===== config.mk =====
export PLATFORM = sky130hd
export DESIGN_NAME = cmac_bringup_ctrl
export DESIGN_NICKNAME = d
export VERILOG_FILES = /design/src/rtl/cmac_bringup_ctrl.sv
export SDC_FILE = /design/constraint.sdc
export NUM_CORES = 1
export LEC_CHECK = 0
export ABC_CLOCK_PERIOD_IN_PS = 2800
export CAP_MARGIN = 40
export CORE_ASPECT_RATIO = 0.6
export CORE_MARGIN = 10
export CORE_UTILIZATION = 46
export CTS_BUF_LIST = sky130_fd_sc_hd__clkbuf_16
export CTS_CLUSTER_SIZE = 40
export DETAILED_ROUTE_END_ITERATION = 7
export PLACE_DENSITY = 0.68
export SLEW_MARGIN = 20
export SYNTH_ARGS = -nofsm -noshare
export SYNTH_HDL_FRONTEND = slang
export SYNTH_SLANG_ARGS = --single-unit
export TNS_END_PERCENT = 20

===== constraint.sdc =====
create_clock -name cmac_rxtx_clk -period 2.8 [get_ports cmac_rxtx_clk]
set_input_delay 0.56 -clock cmac_rxtx_clk [delete_from_list [all_inputs] [get_ports cmac_rxtx_clk]]
set_output_delay 0.56 -clock cmac_rxtx_clk [all_outputs]
set_load 0.03 [all_outputs]

===== src/rtl/cmac_bringup_ctrl.sv =====
// CMAC link bring-up sequencer: RX alignment, timeout-driven resync, TX enable
// and link monitoring with saturating event counters and a sticky TX error flag.
module cmac_bringup_ctrl #(
    parameter int ALIGN_TIMEOUT = 1000000,
    parameter int STABLE_CYCLES = 256,
    parameter int RESYNC_CYCLES = 16
) (
    input  logic        cmac_rxtx_clk,
    input  logic        cmac_reset,
    input  logic        enable,
    input  logic        clear,
    input  logic        stat_rx_aligned,
    input  logic        tx_ovfout,
    input  logic        tx_unfout,
    output logic        ctl_rx_enable,
    output logic        ctl_rx_force_resync,
    output logic        ctl_tx_enable,
    output logic        ctl_tx_send_lfi,
    output logic        ctl_tx_send_rfi,
    output logic        ctl_tx_send_idle,
    output logic        link_up,
    output logic [2:0]  state,
    output logic [7:0]  resync_cnt,
    output logic [15:0] link_drop_cnt,
    output logic        tx_err
);

    // state    | meaning
    // IDLE     | link not requested, all CMAC controls low
    // RX_INIT  | RX enabled, sending LFI/RFI, waiting for stable alignment
    // RESYNC   | force-resync pulse to the RX, sending idle/RFI
    // TX_INIT  | TX enabled, one-cycle alignment re-check
    // LINK_UP  | link running, monitoring alignment and TX strobes
    typedef enum logic [2:0] {
        ST_IDLE    = 3'd0,
        ST_RX_INIT = 3'd1,
        ST_RESYNC  = 3'd2,
        ST_TX_INIT = 3'd3,
        ST_LINK_UP = 3'd4
    } state_t;

    localparam int TMR_MAX = (ALIGN_TIMEOUT > RESYNC_CYCLES) ? ALIGN_TIMEOUT : RESYNC_CYCLES;
    localparam int TMR_W   = $clog2(TMR_MAX + 1);
    localparam int STB_W   = $clog2(STABLE_CYCLES + 1);

    localparam logic [TMR_W-1:0] TIMEOUT_TC = TMR_W'(ALIGN_TIMEOUT - 1);
    localparam logic [TMR_W-1:0] RESYNC_TC  = TMR_W'(RESYNC_CYCLES - 1);
    localparam logic [STB_W-1:0] STABLE_TC  = STB_W'(STABLE_CYCLES - 1);

    state_t             st_q, st_nxt;
    logic [TMR_W-1:0]   tmr_q, tmr_nxt;
    logic [STB_W-1:0]   stb_q, stb_nxt;
    logic               resync_inc, drop_inc, err_set;
    logic [5:0]         ctl_nxt;

    always_comb begin
        st_nxt     = st_q;
        tmr_nxt    = '0;
        stb_nxt    = '0;
        resync_inc = 1'b0;
        drop_inc   = 1'b0;
        case (st_q)
            ST_IDLE: begin
                if (enable) st_nxt = ST_RX_INIT;
            end
            ST_RX_INIT: begin
                tmr_nxt = tmr_q + 1'b1;
                stb_nxt = stat_rx_aligned ? stb_q + 1'b1 : '0;
                // stable alignment beats a coincident timeout
                if (stat_rx_aligned && (stb_q == STABLE_TC)) begin
                    st_nxt = ST_TX_INIT;
                end else if (tmr_q == TIMEOUT_TC) begin
                    st_nxt     = ST_RESYNC;
                    resync_inc = 1'b1;
                end
            end
            ST_RESYNC: begin
                tmr_nxt = tmr_q + 1'b1;
                if (tmr_q == RESYNC_TC) st_nxt = ST_RX_INIT;
            end
            ST_TX_INIT: begin
                st_nxt = stat_rx_aligned ? ST_LINK_UP : ST_RX_INIT;
            end
            ST_LINK_UP: begin
                if (!stat_rx_aligned) begin
                    st_nxt   = ST_RX_INIT;
                    drop_inc = 1'b1;
                end
            end
            default: st_nxt = ST_IDLE;
        endcase

        if (!enable) begin
            st_nxt     = ST_IDLE;
            resync_inc = 1'b0;
            drop_inc   = 1'b0;
        end

        // timers restart on every state change so none can run past its terminal count
        if (st_nxt != st_q) begin
            tmr_nxt = '0;
            stb_nxt = '0;
        end
    end

    assign err_set = (st_q == ST_LINK_UP) && (tx_ovfout || tx_unfout);

    // {rx_enable, force_resync, tx_enable, send_lfi, send_rfi, send_idle}
    always_comb begin
        ctl_nxt = 6'b000000;
        case (st_nxt)
            ST_RX_INIT: ctl_nxt = 6'b100110;
            ST_RESYNC:  ctl_nxt = 6'b110011;
            ST_TX_INIT: ctl_nxt = 6'b101000;
            ST_LINK_UP: ctl_nxt = 6'b101000;
            default:    ctl_nxt = 6'b000000;
        endcase
    end

    always_ff @(posedge cmac_rxtx_clk or negedge cmac_reset) begin
        if (!cmac_reset) begin
            st_q                <= ST_IDLE;
            tmr_q               <= '0;
            stb_q               <= '0;
            ctl_rx_enable       <= 1'b0;
            ctl_rx_force_resync <= 1'b0;
            ctl_tx_enable       <= 1'b0;
            ctl_tx_send_lfi     <= 1'b0;
            ctl_tx_send_rfi     <= 1'b0;
            ctl_tx_send_idle    <= 1'b0;
            link_up             <= 1'b0;
            resync_cnt          <= '0;
            link_drop_cnt       <= '0;
            tx_err              <= 1'b0;
        end else begin
            st_q                <= st_nxt;
            tmr_q               <= tmr_nxt;
            stb_q               <= stb_nxt;
            ctl_rx_enable       <= ctl_nxt[5];
            ctl_rx_force_resync <= ctl_nxt[4];
            ctl_tx_enable       <= ctl_nxt[3];
            ctl_tx_send_lfi     <= ctl_nxt[2];
            ctl_tx_send_rfi     <= ctl_nxt[1];
            ctl_tx_send_idle    <= ctl_nxt[0];
            link_up             <= (st_nxt == ST_LINK_UP);

            if (clear) begin
                resync_cnt    <= '0;
                link_drop_cnt <= '0;
                tx_err        <= 1'b0;
            end else begin
                if (resync_inc && (resync_cnt != 8'hFF))
                    resync_cnt <= resync_cnt + 8'd1;
                if (drop_inc && (link_drop_cnt != 16'hFFFF))
                    link_drop_cnt <= link_drop_cnt + 16'd1;
                if (err_set)
                    tx_err <= 1'b1;
            end
        end
    end

    assign state = st_q;

endmodule


==> results of run 1 <==
[registers in the layout, indices dropped and copies added (netlist names)]
| signal | cells |
|---|---|
| link_drop_cnt | 16 |
| ctl_rx_enable | 1 |
| ctl_tx_send_rfi | 1 |
| ctl_tx_send_lfi | 1 |
| tx_err | 1 |
| stb_q | 9 |
| tmr_q | 20 |
| state | 3 |
| ctl_rx_force_resync | 1 |
| ctl_tx_enable | 1 |
| link_up | 1 |
| resync_cnt | 8 |
[layout by cell type, fill, tap and decap left out, types with 2 or more instances in the layout]
master                             n
sky130_fd_sc_hd__inv_1            11
sky130_fd_sc_hd__nor3b_1           3
sky130_fd_sc_hd__and4_1            4
sky130_fd_sc_hd__buf_4             6
sky130_fd_sc_hd__nor4_1            5
sky130_fd_sc_hd__nor3_1            6
sky130_fd_sc_hd__clkdlybuf4s50_1  40
sky130_fd_sc_hd__xnor2_1          13
sky130_fd_sc_hd__a211oi_1          2
sky130_fd_sc_hd__nor2_1           43
sky130_fd_sc_hd__nand2_1          22
sky130_fd_sc_hd__nand2b_1          2
sky130_fd_sc_hd__nor2_2           20
sky130_fd_sc_hd__mux2i_1           2
sky130_fd_sc_hd__o21ai_0           5
sky130_fd_sc_hd__nand4_1          17
sky130_fd_sc_hd__o2111ai_2         2
sky130_fd_sc_hd__clkbuf_16         9
sky130_fd_sc_hd__nor2b_1           3
sky130_fd_sc_hd__dfrtp_1          63
sky130_fd_sc_hd__ha_1              5
sky130_fd_sc_hd__xor2_1           32
sky130_fd_sc_hd__a21oi_1           3
sky130_fd_sc_hd__clkinv_1          4
sky130_fd_sc_hd__nand3_1          17
sky130_fd_sc_hd__and3_1           10
[cell families after synthesis]
| group | count (synthesis) |
|---|---|
| flops | 63 |
| xor+xnor | 45 |
| buf+inv | 20 |
| fa+ha+maj | 5 |
| simple gates | 160 |
| compound gates | 22 |
| mux | 2 |
[worst reg2reg max path, stage by stage, from the launching register on]
cell                        delay [ns]
sky130_fd_sc_hd__dfrtp_1          0.37
sky130_fd_sc_hd__ha_1             0.19
sky130_fd_sc_hd__nand3_1          0.14
sky130_fd_sc_hd__nor2_1           0.15
sky130_fd_sc_hd__ha_1             0.18
sky130_fd_sc_hd__nand2_1          0.12
sky130_fd_sc_hd__nand3_1          0.18
sky130_fd_sc_hd__o21ai_0          0.10
sky130_fd_sc_hd__a311oi_1         0.42
sky130_fd_sc_hd__o2111ai_2        0.17
sky130_fd_sc_hd__buf_4            0.27
sky130_fd_sc_hd__nor2_2           0.16
[layer usage]
| layer | routed length [um] | vias to the layer above | part of all wire, % | track usage (%) |
|---|---|---|---|---|
| met3 | 491 | 8 | 6.8 | 6.59 |
| met2 | 2910 | 50 | 40 | 18.1 |
| met4 | 80 | 0 | 1.1 | 4.28 |
| li1 | - | 1189 | - | - |
| met1 | 3700 | 1164 | 52 | 20.3 |
| met5 | 0 | - | 0 | 0 |
[area by class of cell]
class / instances / area (sq um) / area share, %
clock buffer: 9 / 225 / 5.70
clock inverter: 5 / 18.8 / 0.475
inverter: 10 / 37.5 / 0.950
multi-input combinational: 234 / 1510 / 38.3
sequential: 63 / 1580 / 39.9
tap: 87 / 109 / 2.75
timing repair buffer: 48 / 470 / 11.9
[stage by stage]
stage / worst slack [ns] / utilization, % / instances
2_1_floorplan: 0.632 / - / 317
3_3_place_gp: 0.300 / 55.3 / 442
3_5_place_dp: 0.231 / 55.3 / 442
4_1_cts: 0.257 / 58.9 / 456
5_1_grt: 0.00277 / 58.9 / 456
6_report: 0.270 / 58.9 / 456
[power breakdown]
| part | internal, uW | switching [uW] |
|---|---|---|
| registers | 919 | 8.63 |
| clock network | 571 | 365 |
| logic | 34.6 | 67.7 |
| total | 1520 | 442 |
[how the worst min path moves through the flow]
stage | startpoint | end | cells after the start
2_1_floorplan | cmac_reset | ctl_rx_enable$_DFF_PN0_ | 0
4_1_cts | cmac_reset | link_drop_cnt[4]$_DFFE_PN0P_ | 1
6_report | cmac_reset | link_drop_cnt[4]$_DFFE_PN0P_ | 1
3_3_place_gp | stb_q[0]$_DFF_PN0_ | stb_q[0]$_DFF_PN0_ | 1
5_1_grt | cmac_reset | link_drop_cnt[4]$_DFFE_PN0P_ | 1
3_5_place_dp | stb_q[0]$_DFF_PN0_ | stb_q[0]$_DFF_PN0_ | 1
==> impl_summary.txt, run 1 <==
----------------------------------------------------
[Logic synthesis]
  Post-Synth Simple-Gate Area ... 26.5%
  Largest area contributor in the synthesized netlist ... sky130_fd_sc_hd__dfrtp_1
  Post-synthesis adder-cell area fraction ... under 10%
  Post-synthesis sequential element count ... 63
  Post-synthesis compound-gate area fraction ... around 6%
  Most area-consuming cells after synthesis ... sky130_fd_sc_hd__dfrtp_1 (49%), sky130_fd_sc_hd__xor2_1 (8.8%), sky130_fd_sc_hd__nor2_1 (5.1%)
  Gate Count Post-Synth ... around 320
  Post-synth net total ... ~330
  Register area share after synthesis ... a little under 50%
  Synth async-reset ratio ... 100%
  Cell with the most instances after synthesis ... sky130_fd_sc_hd__dfrtp_1
  Combined area of all synthesized cells ... between 0.003 and 0.004 sq mm
  Post-synthesis cell type count ... 46
  Post-synthesis xor/xnor area fraction ... between 10% and 20%
  Commonest register cell after synthesis ... sky130_fd_sc_hd__dfrtp_1
  Number of enable flip-flop cells after synthesis ... 0
  Syn. warnings ... 0
  Dominant combinational cell family by area after synthesis ... simple AND/OR/NAND/NOR gates
  Post-synthesis mux area share ... 0.626%
  Top-area cell type share of the netlist area ... around half
  Avg Inst Size Synth ... roughly 10 sq um
  List of most frequent post-synthesis cells ... sky130_fd_sc_hd__dfrtp_1 (63), sky130_fd_sc_hd__nor2_1 (43), sky130_fd_sc_hd__xor2_1 (32), sky130_fd_sc_hd__nand2_1 (22), sky130_fd_sc_hd__nor2_2 (20)

[Setup path]
  Worst R2R End ... tmr_q[7]$_DFF_PN0_
  Launch point of the worst path ... stb_q[0]$_DFF_PN0_
  Reg2Reg Launch Point ... stb_q[0]$_DFF_PN0_
  Critical Path Slowest Stage Cell ... sky130_fd_sc_hd__a311oi_1
  Slowest Stage Delay on Critical Path ... between 0.4 and 0.5 ns
  Total buffers and inverters traversed by the critical path ... 1
  Critical path class ... reg2reg
  Worst reg-to-reg path cell count ... 11
  Category of the worst setup path launch point ... flop
  Number of gates on the worst path with buffers counted ... 11
  Worst-path maximum fanout ... 20
  Crit end category ... flop
  Reg2reg setup slack ... about 0.27 ns
  Worst endpoint required time ... between 3 and 4 ns
  Crit path cell chain ... ha_1 -> nand3_1 -> nor2_1 -> ha_1 -> nand2_1 -> nand3_1 -> o21ai_0 -> a311oi_1 -> o2111ai_2 -> buf_4 -> nor2_2
  WP data arrival ... about 2.8 ns
  Family with the most delay on the worst path ... simple AND/OR/NAND/NOR gates
  End of the critical path ... tmr_q[7]$_DFF_PN0_

[Floorplanning]
  Die Span Y ... 84.6 um
  Total Die Area ... 0.0108 sq mm
  Number of primary I/O pins ... 42
  Row count ... 23
  Effective utilization at floorplan ... between 40% and 50%
  Chip width ... 128 um
  Core region area ... ~0.0067 sq mm

[GRT]
  Via count of the first global-routing pass ... roughly 2.4k
  Antenna violations before repair ... 0
  Total routing usage reported by global routing ... between 10% and 20%
  Largest net degree at the start of global routing ... 37
  Leftover overflow at the end of global routing ... 0
  Wire length of the first global-routing pass ... ~12000 um

[Detailed routing]
  Number of nets with antenna violations after routing ... 0
  Routed wire length ... 7180 um
  Remaining DRCs ... 0
  Total iterations of the first detailed-routing run ... 4
  Detailed-route via count ... about 2.4k
  Mean number of vias per cell ... 5.29
  WL/cell ... ~16 um
  Number of violations reported at the end of detailed-routing iteration 0 ... about 220

[Timing]
  Final setup fails ... 0
  Setup TNS ... 0 ns
  Number of max-slew violations in the final report ... 0
  Unrepaired setup endpoints after global routing ... no
  Number of hold violations in the final report ... 0
  Worst rel slew slack ... a little under three fifths
  Final clock skew ... 0.00665 ns
  Worst Max-Slew Pin Slew ... 0.667 ns
  Time the worst path needs with I/O delays and setup ... roughly 2.5 ns
  Smallest hold slack ... between 0.2 and 0.3 ns
  Final worst path period share ... between 90% and 100%
  Timing-limited maximum frequency ... 395 MHz

[Placed design]
  Placer congestion estimate ... between 0.8 and 0.9
  Number of buffer cells added on primary ports ... approximately 40
  HPWL after detailed placement ... between 5000 and 6000 um
  Instance area at placement ... between 0.003 and 0.004 sq mm

[Layout]
  Antenna diode count ... 0
  Fillers ... 591
  Area growth, synth to finish ... 23.6%
  Cell area after layout ... 0.00395 sq mm
  Final nets ... between 300 and 400
  Layout cells sized above 1 ... a little over an eighth

[Power and ir drop]
  Standby leakage power ... 0.00165 uW
  Peak supply drop ... a little under 0.6 mV
  Power density relative to cell area ... around 500 mW/mm^2
  Post-route total power ... ~2000 uW

[Clocking]
  CTS root buffer ... sky130_fd_sc_hd__clkbuf_16
  TritonCTS clock tree ... yes
  Clock latency reported for the late side of the worst-skew pair ... 0.33 ns
  Post-CTS resize count ... 0
  Num CTS Buffers ... 9
  Hold buffers post-CTS ... 0
  # clock sinks ... 63
  Register clock-pin slew on the reported worst setup and hold paths ... 0.05 ns
  Maximum count of clock buffers along a single path ... 2
  Number of setup buffers added after CTS ... 0
  H-tree depth ... 3

[Flow run]
  Max_cap viols ... 0

[Run status]
  Status ... finished clean

[Min path]
  Tightest Hold Check Type ... in2async

----------------------------------------------------
No activity file was read; power rests on OpenSTA's default activity.
==> inputs of run 2 (changes only) <==
--- a/config.mk
+++ b/config.mk
@@ -9,11 +9,11 @@
 export CAP_MARGIN = 40
 export CORE_ASPECT_RATIO = 0.6
 export CORE_MARGIN = 10
-export CORE_UTILIZATION = 46
+export CORE_UTILIZATION = 37
 export CTS_BUF_LIST = sky130_fd_sc_hd__clkbuf_16
 export CTS_CLUSTER_SIZE = 40
 export DETAILED_ROUTE_END_ITERATION = 7
-export PLACE_DENSITY = 0.68
+export GPL_TIMING_DRIVEN = 0
 export SLEW_MARGIN = 20
 export SYNTH_ARGS = -nofsm -noshare
 export SYNTH_HDL_FRONTEND = slang
==> run 2 against run 1 <==
  * Final area is 1.9% higher
  * Critical path type unchanged
  * Clock skew about the same
  * Maximum frequency decreased by 0.25%
  * Highest routed layer unchanged
  * Clock-buffer cell count is the same
==> impl_summary.txt, run 2 (synthesis results as in run 1) <==
----------------------------------------------------
[Layout]
  Area growth, synth to finish ... 26.0% (was 23.6%)
  Fillers ... 797 (was 591)
  Most frequent standard cell in the layout excluding fill and tap cells ... sky130_fd_sc_hd__dfrtp_1 (unchanged)
  Final nets ... 382 (was 378)
  Most frequent cells in the layout ... sky130_fd_sc_hd__dfrtp_1 (63), sky130_fd_sc_hd__nor2_1 (43), sky130_fd_sc_hd__clkdlybuf4s50_1 (39), sky130_fd_sc_hd__xor2_1 (32), sky130_fd_sc_hd__nand2_1 (22) (was sky130_fd_sc_hd__dfrtp_1 (63), sky130_fd_sc_hd__nor2_1 (43), sky130_fd_sc_hd__clkdlybuf4s50_1 (40), sky130_fd_sc_hd__xor2_1 (32), sky130_fd_sc_hd__nand2_1 (22))
  Cell area after layout ... 0.00403 sq mm (was 0.00395 sq mm)
  Layout cells sized above 1 ... 14.9% (was 13.0%)
  Storage cell area ... 0.00158 sq mm (unchanged)
  Leading registers by flop count ... tmr_q: 20 flops, link_drop_cnt: 16 flops, stb_q: 9 flops (unchanged)
  Share of the core filled with cells in the final layout ... 47.6% (was 58.9%)
  Multi-input gate area ... 0.00152 sq mm (was 0.00151 sq mm)
  Non-filler cells, final ... 487 (was 456)
  Register name with the most flops ... tmr_q (unchanged)
  Flip-flop count of the largest register, all copies and words added ... 20 (unchanged)
  Antenna diode count ... 0 (unchanged)

[Setup path]
  Category of the worst setup path launch point ... flop (unchanged)
  Worst R2R End ... tmr_q[15]$_DFF_PN0_ (was tmr_q[7]$_DFF_PN0_)
  Critical path class ... reg2reg (unchanged)
  WP data arrival ... 2.76 ns (was 2.79 ns)
  Crit end category ... flop (unchanged)
  Reg2Reg Launch Point ... tmr_q[11]$_DFF_PN0_ (was stb_q[0]$_DFF_PN0_)
  Worst reg-to-reg path cell count ... 7 (was 11)
  Worst endpoint required time ... 3.02 ns (was 3.05 ns)
  Worst-path maximum fanout ... 10 (was 20)
  Reg2reg setup slack ... 0.26 ns (was 0.27 ns)

[Detailed routing]
  Total iterations of the first detailed-routing run ... 4 (unchanged)
  Routed wire length ... 7030 um (was 7180 um)
  Number of violations reported at the end of detailed-routing iteration 0 ... 106 (was 222)
  Number of nets with antenna violations after routing ... 0 (unchanged)
  Mean number of vias per cell ... 4.94 (was 5.29)
  Remaining DRCs ... 0 (unchanged)
  Detailed-route via count ... 2405 (was 2411)
  WL/cell ... 14.4 um (was 15.7 um)

[Clocking]
  Maximum count of clock buffers along a single path ... 2 (unchanged)
  CTS root buffer ... sky130_fd_sc_hd__clkbuf_16 (unchanged)
  Clock latency reported for the late side of the worst-skew pair ... 0.33 ns (about the same)
  H-tree depth ... 3 (unchanged)
  Num CTS Buffers ... 9 (unchanged)
  Register clock-pin slew on the reported worst setup and hold paths ... 0.05 ns (about the same)
  TritonCTS clock tree ... yes (unchanged)
  # clock sinks ... 63 (unchanged)

[Timing]
  Number of hold violations in the final report ... 0 (unchanged)
  Number of max-slew violations in the final report ... 0 (unchanged)
  Final setup fails ... 0 (unchanged)
  Unrepaired setup endpoints after global routing ... no (unchanged)
  Time the worst path needs with I/O delays and setup ... 2.54 ns (was 2.53 ns)
  Smallest hold slack ... 0.131 ns (was 0.269 ns)
  Worst Max-Slew Pin Slew ... 0.712 ns (was 0.667 ns)
  Timing-limited maximum frequency ... 394 MHz (was 395 MHz)
  Worst rel slew slack ... 52.1% (was 55.6%)
  Final clock skew ... 0.00642 ns (was 0.00665 ns)
  Final worst path period share ... 90.6% (was 90.4%)

[Power and ir drop]
  Power density relative to cell area ... 497 mW/mm^2 (was 498 mW/mm^2)
  Standby leakage power ... 0.00169 uW (was 0.00165 uW)
  Peak supply drop ... 0.281 mV (was 0.595 mV)

[Placed design]
  Placed cell count ... 470 (was 442)
  Number of buffer cells added on primary ports ... 40 (was 41)
  Placer congestion estimate ... 0.796 (was 0.872)
  HPWL after detailed placement ... 5040 um (was 5220 um)
  Instance area at placement ... 0.00375 sq mm (was 0.00371 sq mm)

[Floorplanning]
  Number of primary I/O pins ... 42 (unchanged)
  Chip width ... 140 um (was 128 um)
  Effective utilization at floorplan ... 37.8% (was 47.7%)
  Row count ... 26 (was 23)
  Core region area ... 0.00846 sq mm (was 0.00671 sq mm)
  Total Die Area ... 0.0129 sq mm (was 0.0108 sq mm)
  Die Span Y ... 92.0 um (was 84.6 um)

[GRT]
  Total routing usage reported by global routing ... 11.3% (was 14.2%)
  Largest net degree at the start of global routing ... 39 (was 37)
  Via count of the first global-routing pass ... 2346 (was 2436)
  Antenna violations before repair ... 0 (unchanged)
  Wire length of the first global-routing pass ... 11900 um (was 12400 um)
  Leftover overflow at the end of global routing ... 0 (unchanged)

[Run status]
  Status ... finished clean (unchanged)

[Flow run]
  Max_cap viols ... 0 (unchanged)

[Min path]
  Tightest Hold Check Type ... in2async (unchanged)

----------------------------------------------------
[run 2: cell types whose count changed in the layout (fill, tap and decap cells not counted), sizes merged]
cell,change
inv,+1
clkinv,+1
clkdlybuf4s50,-1
clkbuf,+3
buf,+2
[run 2: routing by layer]
layer	vias up	global-route usage (%)	wire (um)
li1	1189	-	-
met1	1165	15.2	3610
met2	43	15.8	2890
met3	8	5.15	437
met4	0	3.85	95
met5	-	0	0
[run 2: layout make-up]
class / instances / area share, %
timing repair buffer: 42 / 10.6
sequential: 63 / 39.2
clock buffer: 9 / 5.60
buffer: 10 / 1.68
tap: 112 / 3.48
clock inverter: 7 / 0.808
multi-input combinational: 234 / 37.8
inverter: 10 / 0.933
[run 2: critical path: stages (launching register included)]
cell and delay (ns):
sky130_fd_sc_hd__dfrtp_1 0.41, sky130_fd_sc_hd__nor4_1 0.66, sky130_fd_sc_hd__nand4_1 0.28, sky130_fd_sc_hd__o21ba_2 0.30, sky130_fd_sc_hd__o21a_4 0.23, sky130_fd_sc_hd__o2111ai_2 0.25
sky130_fd_sc_hd__buf_6 0.22, sky130_fd_sc_hd__nor2_2 0.06
[run 2: worst max-delay path by stage]
stage,end,startpoint,slack (ns)
floorplan,tmr_q[7]$_DFF_PN0_,stb_q[0]$_DFF_PN0_,0.63
global placement,tmr_q[7]$_DFF_PN0_,cmac_reset,-0.95
detailed placement,tmr_q[15]$_DFF_PN0_,stat_rx_aligned,0.09
CTS,tmr_q[9]$_DFF_PN0_,stb_q[0]$_DFF_PN0_,0.22
global route,tmr_q[11]$_DFF_PN0_,tmr_q[11]$_DFF_PN0_,0.10
finish,tmr_q[15]$_DFF_PN0_,tmr_q[11]$_DFF_PN0_,0.26
[run 2: power breakdown]
part	internal, uW	switching, uW	leakage [uW]	total, uW
Clock	582	380	0.000141	962
Combinational	38.6	73.9	0.000673	112
Sequential	919	5.62	0.000872	925
Total	1540	459	0.00169	2000
[run 2: metrics by stage]
step | setup slack [ns] | total power, uW | setup TNS [ns]
after floorplan | 0.632 | 999 | 0
after global placement | -0.948 | 1050 | -59.33
after detailed placement | 0.0864 | 1050 | 0
after CTS | 0.220 | 2030 | 0
after global routing | 0.100 | 2080 | 0
final | 0.263 | 2000 | 0
[run 2: repair_timing]
item | 4_1_cts | 5_1_grt
endpoints found under the setup margin | 0 | 15
buffers inserted | 0 | 1
resized for setup | 0 | 1
hold buffers | 0 | 0
